$ cat src/rtl/tensor_fifo_skew_reader.sv
// Drains a tile from the per-row FIFO bank into the systolic array with a diagonal skew,
// then flushes the array, pulses load_en and reports done.
//
// state  | meaning
// IDLE   | waiting for start
// STREAM | wavefront step t: lanes with i <= t < i+depth read, whole step stalls on any empty due lane
// FLUSH  | last data beat on a_out, then 2*SIZE-1 zero-operand cycles with mult_en/acc_en high
// LOAD   | load_en pulse, array latches results to d_out
// DONE   | done pulse, start ignored
module tensor_fifo_skew_reader #(
  parameter int DATAWIDTH = 14,
  parameter int SIZE      = 4,
  parameter int MAXDEPTH  = 1024,
  localparam int CW       = $clog2(MAXDEPTH + SIZE + 1)
) (
  input  logic                      clk,
  input  logic                      reset,
  input  logic                      start,
  input  logic [CW-1:0]             depth,
  input  logic [SIZE-1:0]           fifo_empty,
  input  logic [SIZE*DATAWIDTH-1:0] fifo_q,
  output logic [SIZE-1:0]           fifo_rdreq,
  output logic [SIZE*DATAWIDTH-1:0] a_out,
  output logic                      mult_en,
  output logic                      acc_en,
  output logic                      load_en,
  output logic                      busy,
  output logic                      done
);

  localparam int FW = $clog2(2*SIZE + 1);

  typedef enum logic [2:0] {IDLE, STREAM, FLUSH, LOAD, DONE} state_t;

  state_t          state;
  logic [CW-1:0]   t;
  logic [CW-1:0]   depth_q;
  logic [CW-1:0]   last_t;
  logic [FW-1:0]   fcnt;
  logic [SIZE-1:0] due;
  logic [SIZE-1:0] rd_q;
  logic            stall;

  assign last_t = depth_q + CW'(SIZE) - CW'(2);

  always_comb begin
    due = '0;
    for (int i = 0; i < SIZE; i++) begin
      due[i] = (state == STREAM) && (t >= CW'(i)) &&
               ({1'b0, t} < ({1'b0, depth_q} + (CW+1)'(i)));
    end
  end

  // A stall blocks the whole wavefront so lanes never drift apart.
  assign stall      = |(due & fifo_empty);
  assign fifo_rdreq = stall ? '0 : due;
  assign acc_en     = mult_en;

  // fifo_q already is the FIFO's output register; rd_q marks lanes whose word arrived this cycle.
  always_comb begin
    a_out = '0;
    for (int i = 0; i < SIZE; i++) begin
      a_out[i*DATAWIDTH +: DATAWIDTH] = rd_q[i] ? fifo_q[i*DATAWIDTH +: DATAWIDTH] : '0;
    end
  end

  always_ff @(posedge clk or negedge reset) begin
    if (!reset) begin
      state   <= IDLE;
      t       <= '0;
      depth_q <= '0;
      fcnt    <= '0;
      rd_q    <= '0;
      mult_en <= 1'b0;
      load_en <= 1'b0;
      busy    <= 1'b0;
      done    <= 1'b0;
    end else begin
      rd_q    <= '0;
      mult_en <= 1'b0;
      load_en <= 1'b0;
      done    <= 1'b0;
      case (state)
        IDLE: begin
          if (start) begin
            depth_q <= depth;
            t       <= '0;
            busy    <= 1'b1;
            if (depth != '0) begin
              state <= STREAM;
            end else begin
              state <= DONE;
              done  <= 1'b1;
            end
          end
        end
        STREAM: begin
          rd_q <= fifo_rdreq;
          if (!stall) begin
            mult_en <= 1'b1;
            if (t == last_t) begin
              state <= FLUSH;
              fcnt  <= '0;
            end else begin
              t <= t + 1'b1;
            end
          end
        end
        FLUSH: begin
          fcnt <= fcnt + 1'b1;
          if (fcnt == FW'(2*SIZE - 1)) begin
            state   <= LOAD;
            load_en <= 1'b1;
          end else begin
            mult_en <= 1'b1;
          end
        end
        LOAD: begin
          state <= DONE;
          done  <= 1'b1;
        end
        DONE: begin
          state <= IDLE;
          busy  <= 1'b0;
        end
        default: state <= IDLE;
      endcase
    end
  end

endmodule

$ cat config.mk
export PLATFORM = sky130hd
export DESIGN_NAME = tensor_fifo_skew_reader
export DESIGN_NICKNAME = d
export VERILOG_FILES = /design/src/rtl/tensor_fifo_skew_reader.sv
export SDC_FILE = /design/constraint.sdc
export NUM_CORES = 1
export LEC_CHECK = 0
export ABC_AREA = 0
export CORE_ASPECT_RATIO = 0.8
export CORE_UTILIZATION = 41
export DETAILED_ROUTE_END_ITERATION = 8
export GPL_TIMING_DRIVEN = 0
export HOLD_SLACK_MARGIN = 0.08
export PLACE_DENSITY = 0.84
export SLEW_MARGIN = 20
export SYNTH_ARGS = -nofsm -noshare
export SYNTH_HDL_FRONTEND = slang
export SYNTH_SLANG_ARGS = --single-unit
$ cat constraint.sdc
create_clock -name clk -period 3.2 [get_ports clk]
set_input_delay 0.32 -clock clk [delete_from_list [all_inputs] [get_ports clk]]
set_output_delay 0.32 -clock clk [all_outputs]
set_load 0.1 [all_outputs]
==> metrics.cfg, run 1 <==
[detailed_routing]
drt_wl_total_mm=14.8
drt_iter0_markers=308
wl_per_cell_um=19.9
drc=0
drtPass1Iterations=5
final_antenna_net_count=0
vias=4363
routed_via_density=5.87

[power]
p_leak_uw=0.00252
powerDensity_mw_per_mm2=1080
fin_total_pwr_uw=6790
ir_drop_mv=0.515

[sta]
fin_crit_ns=4.00
worst_slew_pin_slew_ns=1.01
rsz0062_at_grt=true
maxSlewViolCount=0
final.setup.worst_slack_ns=-0.799
clock.fmax_ghz=0.250
relSlewSlack_pct=31.9
finClkSkew_ns=0.0192
finalCritPeriodShare_pct=125
setup_viol=24
finalHoldViolCount=0

[grt]
grt_first_pass_wirelength_mm=21.1
grt_pass1_vias=4249
antenna_found_initial=0
grt-ovfl-total=0
grt_max_degree=20
grt_use_total_pct=29.0

[placed_design]
gp_congestion=0.913
dp_hpwl_mm=9.77
pre_cts_ws_ns=-1.83
io_buffers=138

[synth]
synth_flop_cell=dfrtp_1
syn-cell-area_sq_mm=0.00367
synth_seq_cells=37
ys_async_sr_fraction_pct=100
ys_types=49
syn_inst=449
avgSynthCellArea_sq_um=8.17
synth_seq_area_share_pct=25.2
syn_nets=573
yosysWarnings=0
synth_edf_count=0

[worst_setup_path]
crit_required_ns=2.88
path_cells=nand4_1 -> nor3_2 -> xnor2_1 -> ha_1 -> nand4_1 -> nor2_4 -> o221ai_4 -> a31oi_4 -> o2bb2ai_4 -> or3b_1 -> buf_6 -> buf_8 -> nor4b_4 -> buf_6
path_max_fanout=5
cp-end-kind=output port
arrival_ns=3.68
startpoint=depth_q[6]
cp_slowest_cell=dfrtp_2
path_class=flop to output port
cp-start-kind=flop
max_stage_delay_ns=0.44
r2r_start=depth_q[6]

[layout]
nFillCells=576
nNetsFinal=754
syn_to_final_growth_pct=71.2
antenna_cells=0
layout_commonest_cell=clkdlybuf4s50_1
drive_gt1_share_pct=20.8
layout_common_cells=clkdlybuf4s50_1, and2_1, ha_1

[die]
dieArea_sq_mm=0.00934
initial_core_util_pct=42.7
row_count=30
die_h_um=86.6
ios=139
die-width_um=108
core_sq_mm=0.00860

[run_status]
failed_checks=setup timing
outcome=finished, violations left

[flow_run]
maxCapViolCount=0

[clock_tree]
clk_latency_ns=0.31
cts_tree=built
ctsRootBufferMaster=clkbuf_8
cts.clk_slew.worst_paths_ns=0.09
cts.sinks=37
numCtsBuffers=5
htree_levels=2
cts_buffer_depth=2

[min_path]
hp-start=fcnt[3]
hold_path.class=flop to flop

==> cells by family (layout without fill, tap and decap cells) <==
kind of cell,after synthesis,count (layout),share of synthesized area [%]
AOI/OAI and AO/OA,94,94,16.9
xor gates and xnor gates,27,27,6.44
adders and majority gates,50,50,17.0
buffers and inverters,47,229,5.22
DFF,37,37,25.2
and+or+nand+nor,194,194,29.2
==> per-stage QoR <==
step                utilization [%]  TNS, ns  instance area [sq um]  cells  hold WS, ns
floorplan                         -    -3.07                   3850    449       0.0244
global placement               62.5   -14.93                   5370    699        0.464
detailed placement             62.7   -16.71                   5390    700        0.313
CTS                            69.2    -3.14                   5950    731        0.477
global route                   73.1    -8.50                   6280    743        0.501
finish                         73.1    -7.01                   6280    743        0.491
==> worst max-delay path, delay by kind of cell (launching register included) <==
family                   cells  cell delay (ns)
adder cells (fa/ha/maj)      1             0.33
buffers and inverters        3             0.53
XOR/XNOR                     1             0.10
flip-flops                   1             0.44
AO/OA/AOI/OAI                3             0.47
AND/OR/NAND/NOR              6             1.50
==> layout make-up <==
| class | count | area [sq um] | share of cell area, % |
|---|---|---|---|
| clock buffer | 5 | 68.8 | 1.10 |
| tap | 112 | 140 | 2.23 |
| timing repair buffer | 180 | 1780 | 28.3 |
| inverter | 21 | 81.3 | 1.29 |
| clock inverter | 3 | 68.8 | 1.10 |
| sequential | 37 | 937 | 14.9 |
| buffer | 20 | 130 | 2.07 |
| multi-input combinational | 365 | 3080 | 49.0 |
==> synth_stat cells (3+ instances only) <==
master	n	share of area, %
and2_1	57	9.7
ha_1	50	17
dfrtp_1	37	25
nand2_1	29	3.0
nor2_1	28	2.9
xnor2_1	26	6.2
a21oi_1	22	3.0
o21ai_0	22	3.0
inv_1	21	2.1
clkbuf_1	19	1.9
nand3_1	18	2.5
o31ai_1	14	2.9
nor3_1	12	1.6
and3_1	9	1.5
o41ai_1	9	2.1
nand4_1	7	1.2
nor4_1	7	1.2
nor3b_1	5	1.0
a21o_1	4	0.82
nand2b_1	4	0.68
nand3b_1	4	0.82
o211ai_1	4	0.82
a211oi_1	3	0.61
a31oi_1	3	0.51
buf_2	3	0.41
nor4b_1	3	0.72
==> what timing repair did <==
item                       CTS  global route
hold buffers                 1             0
pin swaps                   34            11
hold endpoints to repair    18             0
resized for setup           73            45
setup endpoints to repair   25            24
setup buffers               28            13
==> flip-flops by register name, summed over array words and instances (netlist names) <==
name,cells
depth_q,11
t,11
fcnt,4
rd_q,4
state,3
acc_en,1
busy,1
done,1
load_en,1
==> worst paths after layout <==
path                                 endpoint  slack [ns]  cells after the start
min in group asynchronous             rd_q[1]        0.52                      2
worst max-delay path            fifo_rdreq[0]       -0.80                     14
worst min register to register        load_en        0.49                      1
worst max register to register          t[10]       -0.37                     16
worst min-delay path                  load_en        0.49                      1
max in group asynchronous          depth_q[9]        2.17                      3
==> metal layers <==
metal | vias to the layer above | wire length (um) | GRT usage, %
met1 | 2079 | 5510 | 35.5
met4 | 0 | 414 | 9.71
met3 | 53 | 1320 | 5.34
met5 | - | 0 | 0
met2 | 272 | 7540 | 51.3
li1 | 1959 | - | -
==> power by group <==
group / switching, uW / internal, uW / total, uW
clock network: 206 / 314 / 521
registers: 408 / 646 / 1050
logic: 3090 / 2130 / 5220
total: 3710 / 3090 / 6790
Power figures use the tool's default switching activity.
==> run 2, diff against run 1 <==
Settings changed: CORE_UTILIZATION 41 to 49, PLACE_DENSITY 0.84 to 0.94.
Clock period 3.2 ns to 4.6 ns, I/O delays scaled along.
==> run 2 against run 1 <==
The flow now finishes without violations. Utilization up 4.5 points. Non-clock buffer count down 33. Count of clock-buffer cells in the layout up 1. Worst setup slack better by 0.91 ns. Wire length down 14%. Global-route usage up 1.7 points. Combinational power down 46%. Critical path type unchanged. Critical endpoint is now fifo_rdreq[3]. Largest power group unchanged.
==> metrics.cfg, run 2 (synthesis results as in run 1) <==
[die]
die_h_um=79.4
dieArea_sq_mm=0.00784
core_sq_mm=0.00706
initial_core_util_pct=52.0
die-width_um=98.8
row_count=27
ios=139

[placed_design]
postPlaceCellArea_sq_mm=0.00524
pre_cts_ws_ns=-1.01
gp_congestion=0.970
io_buffers=138
dp_hpwl_mm=9.89

[sta]
finalHoldViolCount=0
clock.fmax_ghz=0.223
setup_viol=0
maxSlewViolCount=0
fin_crit_ns=4.49
finalCritPeriodShare_pct=97.5
final.setup.worst_slack_ns=0.115
worst_slew_pin_slew_ns=1.02
relSlewSlack_pct=32.1
finClkSkew_ns=0.00871

[power]
ir_drop_mv=0.358
powerDensity_mw_per_mm2=697
p_leak_uw=0.00222
fin_total_pwr_uw=3820

[run_status]
outcome=finished, final reports clean

[min_path]
hold_path.class=primary input to async pin

[detailed_routing]
drt_iter0_markers=462
routed_via_density=5.96
vias=4085
final_antenna_net_count=0
drc=0
drt_wl_total_mm=12.6
drtPass1Iterations=6
wl_per_cell_um=18.5

[layout]
reg.largest.list=depth_q (11), t (11)
fin_area_sq_mm=0.00548
nNetsFinal=721
antenna_cells=0
layout_common_cells=clkdlybuf4s50_1, and2_1, ha_1
syn_to_final_growth_pct=49.2
drive_gt1_share_pct=8.70
multi_input_area_sq_mm=0.00268
nFillCells=479
layout_commonest_cell=clkdlybuf4s50_1
final_util_pct=77.5
seq_area_sq_um=930

[clock_tree]
cts.sinks=37
htree_levels=2
clk_latency_ns=0.31
cts_buffer_depth=2
numCtsBuffers=5
cts_tree=built
cts.clk_slew.worst_paths_ns=0.09
cts_hold_buf=0
ctsRootBufferMaster=clkbuf_8

[grt]
grt_use_total_pct=30.7
grt_max_degree=21
antenna_found_initial=0
grt_pass1_vias=3762
grt-ovfl-total=0
grt_first_pass_wirelength_mm=18.8

[worst_setup_path]
path_cells=buf_12 -> ha_1 -> and3_1 -> nand3_1 -> xnor2_1 -> ha_1 -> o2111a_1 -> o31ai_1 -> a211oi_2 -> nor2_2 -> or3b_1 -> buf_2 -> buf_4 -> nor3b_4 -> buf_4
cp-end-kind=output port
path_max_fanout=10
path_class=flop to output port
max_stage_delay_ns=0.43
crit_required_ns=4.14
cp-start-kind=flop
cp_slowest_cell=a211oi_2
arrival_ns=4.03

[flow_run]
maxCapViolCount=0

[run 2: final timing paths]
| path | startpoint | endpoint | slack (ns) | cells after the start |
|---|---|---|---|---|
| worst max-delay path | depth_q[1] | fifo_rdreq[3] | 0.11 | 15 |
| worst min-delay path | reset | fcnt[1] | 0.1 | 1 |
| worst max register to register | depth_q[1] | t[8] | 0.92 | 14 |
| worst min register to register | fcnt[3] | load_en | 0.54 | 1 |
| max in group asynchronous | reset | t[5] | 4.03 | 2 |
| min in group clk | fcnt[3] | load_en | 0.54 | 1 |
[run 2: layer usage]
metal | vias up | GRT usage [%] | wire length [um]
li1 | 1897 | - | -
met3 | 34 | 9.37 | 1390
met1 | 1882 | 36.6 | 4780
met5 | - | 0 | 0
met2 | 272 | 54.0 | 6250
met4 | 0 | 8.06 | 212
[run 2: layout make-up]
class	instances	share of cell area [%]
flip-flops and latches	37	17.0
multi-input cells	365	49.0
repair buffers	145	26.6
clock buffers	6	1.51
clock inverters	2	0.686
well taps	87	1.99
inverters	21	1.44
plain buffers	22	1.83
[run 2: where the power goes]
group / internal (uW) / switching [uW]
Clock: 177 / 136
Combinational: 996 / 1800
Sequential: 444 / 259
[run 2: critical path: cells and delay by family, from the launching register on]
family,cells,cell delay (ns)
buffers and inverters,4,0.82
XOR/XNOR,1,0.20
AND/OR/NAND/NOR,5,1.10
AO/OA/AOI/OAI,3,0.70
adder cells (fa/ha/maj),2,0.48
flip-flops,1,0.40
[run 2: repair_timing]
action	CTS	global route
resized for setup	34	12
setup buffers	1	5
endpoints found under the hold margin	0	0
pin swaps	2	1
endpoints found under the setup margin	4	4
[run 2: stage by stage]
stage / std cells / hold slack, ns / setup TNS, ns
2_1_floorplan: 449 / 0.164 / -0.0130
3_3_place_gp: 674 / 0.470 / -3.38
3_5_place_dp: 675 / 0.441 / -3.94
4_1_cts: 684 / 0.111 / 0
5_1_grt: 685 / 0.130 / -0.0101
6_report: 685 / 0.0972 / 0
==> run 3, diff against run 2 <==
Settings changed: CORE_UTILIZATION 49 to 40, PLACE_DENSITY 0.94 to 0.8.
==> run 3 against run 2 <==
First-iteration DRC count decreased by 33%. Clock power grew 13%. Worst hold slack improved by 0.019 ns. Utilization shrank 14 points. Count of clock-buffer cells in the layout is 1 lower. Critical path depth increased by 2. Sequential cell count stayed put. Worst setup slack gained 0.049 ns. Die area rose by 22%.
==> metrics.cfg, run 3 (synthesis results as in run 1) <==
[layout]
drive_gt1_share_pct=8.32
syn_to_final_growth_pct=50.4
antenna_cells=0
layout_common_cells=clkdlybuf4s50_1, and2_1, ha_1
nNetsFinal=724
layout_commonest_cell=clkdlybuf4s50_1
final_util_pct=63.7
reg.largest.list=depth_q (11), t (11)

[worst_setup_path]
rrSetupSlack_ns=0.92
cp-end-kind=output port
r2r_start=depth_q[0]
cp-start-kind=flop
path_max_fanout=10
arrival_ns=3.98
r2r_cells=16
cp-endpoint=fifo_rdreq[3]
worstReg2RegEnd=t[10]
crit_required_ns=4.14
startpoint=depth_q[0]
path_class=flop to output port

[die]
ios=139
core_sq_mm=0.00867
initial_core_util_pct=42.3
dieArea_sq_mm=0.00956
die-width_um=109
die_h_um=87.7
row_count=30

[detailed_routing]
final_antenna_net_count=0
wl_per_cell_um=16.8
vias=3938
drtPass1Iterations=5
drc=0
drt_iter0_markers=310
routed_via_density=5.52
drt_wl_total_mm=12.0

[grt]
grt_pass1_vias=3746
grt_max_degree=22
antenna_found_initial=0
grt_first_pass_wirelength_mm=18.4
grt_use_total_pct=25.0
grt-ovfl-total=0

[flow_run]
maxCapViolCount=0

[sta]
finalSetupTns_ns=0
clock.fmax_ghz=0.225
setup_viol=0
relSlewSlack_pct=33.4
finalHoldViolCount=0
finClkSkew_ns=0.00534
worst_slew_pin_slew_ns=0.996
fin_crit_ns=4.44
finalCritPeriodShare_pct=96.4
maxSlewViolCount=0

[clock_tree]
cts.sinks=37
cts_hold_buf=0
cts_buffer_depth=2
numCtsBuffers=5
clk_latency_ns=0.29
cts.clk_slew.worst_paths_ns=0.06
htree_levels=2
cts_tree=built
ctsRootBufferMaster=clkbuf_16

[placed_design]
gp_congestion=0.919
dp_hpwl_mm=9.57
io_buffers=138

[min_path]
hold_path.class=primary input to async pin

[power]
ir_drop_mv=0.424
powerDensity_mw_per_mm2=685
p_leak_uw=0.00223

[run_status]
outcome=finished, final reports clean

## run 3: repair_timing
action | 4_1_cts | 5_1_grt
setup buffers | 1 | 4
pin swaps | 2 | 1
endpoints found under the setup margin | 4 | 4
endpoints found under the hold margin | 0 | 0
resized for setup | 34 | 12
## run 3: cell type report
type	instances	area (sq um)
fillers	751	3150
well taps	112	140
multi-input cells	365	2670
plain buffers	26	115
clock inverters	3	21.3
repair buffers	144	1440
clock buffers	5	125
inverters	21	78.8
flip-flops and latches	37	930
## run 3: critical path: stages (launching register included)
cell       delay (ns)
dfrtp_2          0.45
inv_1            0.15
ha_1             0.29
nor3_4           0.20
nand3_2          0.15
nor2_1           0.16
xnor2_1          0.08
ha_1             0.31
and3_1           0.16
a211oi_1         0.07
o21ai_1          0.16
o21ai_2          0.11
o2bb2ai_2        0.17
or3b_1           0.37
buf_2            0.18
buf_4            0.21
nor3b_4          0.19
buf_6            0.25
## run 3: layer usage
layer	up-vias	global-route usage (%)	wire [um]	part of all wire, %
met5	-	0	0	0
met4	0	6.14	123	1.0
met3	14	5.13	1130	9.5
met2	200	41.6	5680	47
met1	1816	33.2	5030	42
li1	1908	-	-	-
## run 3: report_power, final
part           switching [uW]  internal, uW  leakage [uW]
registers                 217           445      0.000462
logic                    1790           975       0.00170
clock network             151           202     0.0000702
total                    2160          1620       0.00223
## run 3: worst min path at each step
stage,slack [ns],end,cells past startpoint
after global routing,0.16,state[0],1
final,0.12,fcnt[0],1
after detailed placement,0.44,fcnt[0],1
after floorplan,0.16,acc_en,0
after CTS,0.13,state[0],1
after global placement,0.47,load_en,1
## run 3: through the flow
| step | area (sq um) | worst slack (ns) | hold WS (ns) | power, uW | cells |
|---|---|---|---|---|---|
| 5_1_grt | 5520 | -0.0171 | 0.157 | 4050 | 713 |
| 6_report | 5520 | 0.164 | 0.116 | 3780 | 713 |
| 3_3_place_gp | 5240 | -0.920 | 0.466 | 3180 | 699 |
| 3_5_place_dp | 5270 | -0.953 | 0.438 | 3260 | 700 |
| 2_1_floorplan | 3720 | -0.00813 | 0.164 | 2590 | 449 |
| 4_1_cts | 5450 | 0.000251 | 0.129 | 3680 | 709 |
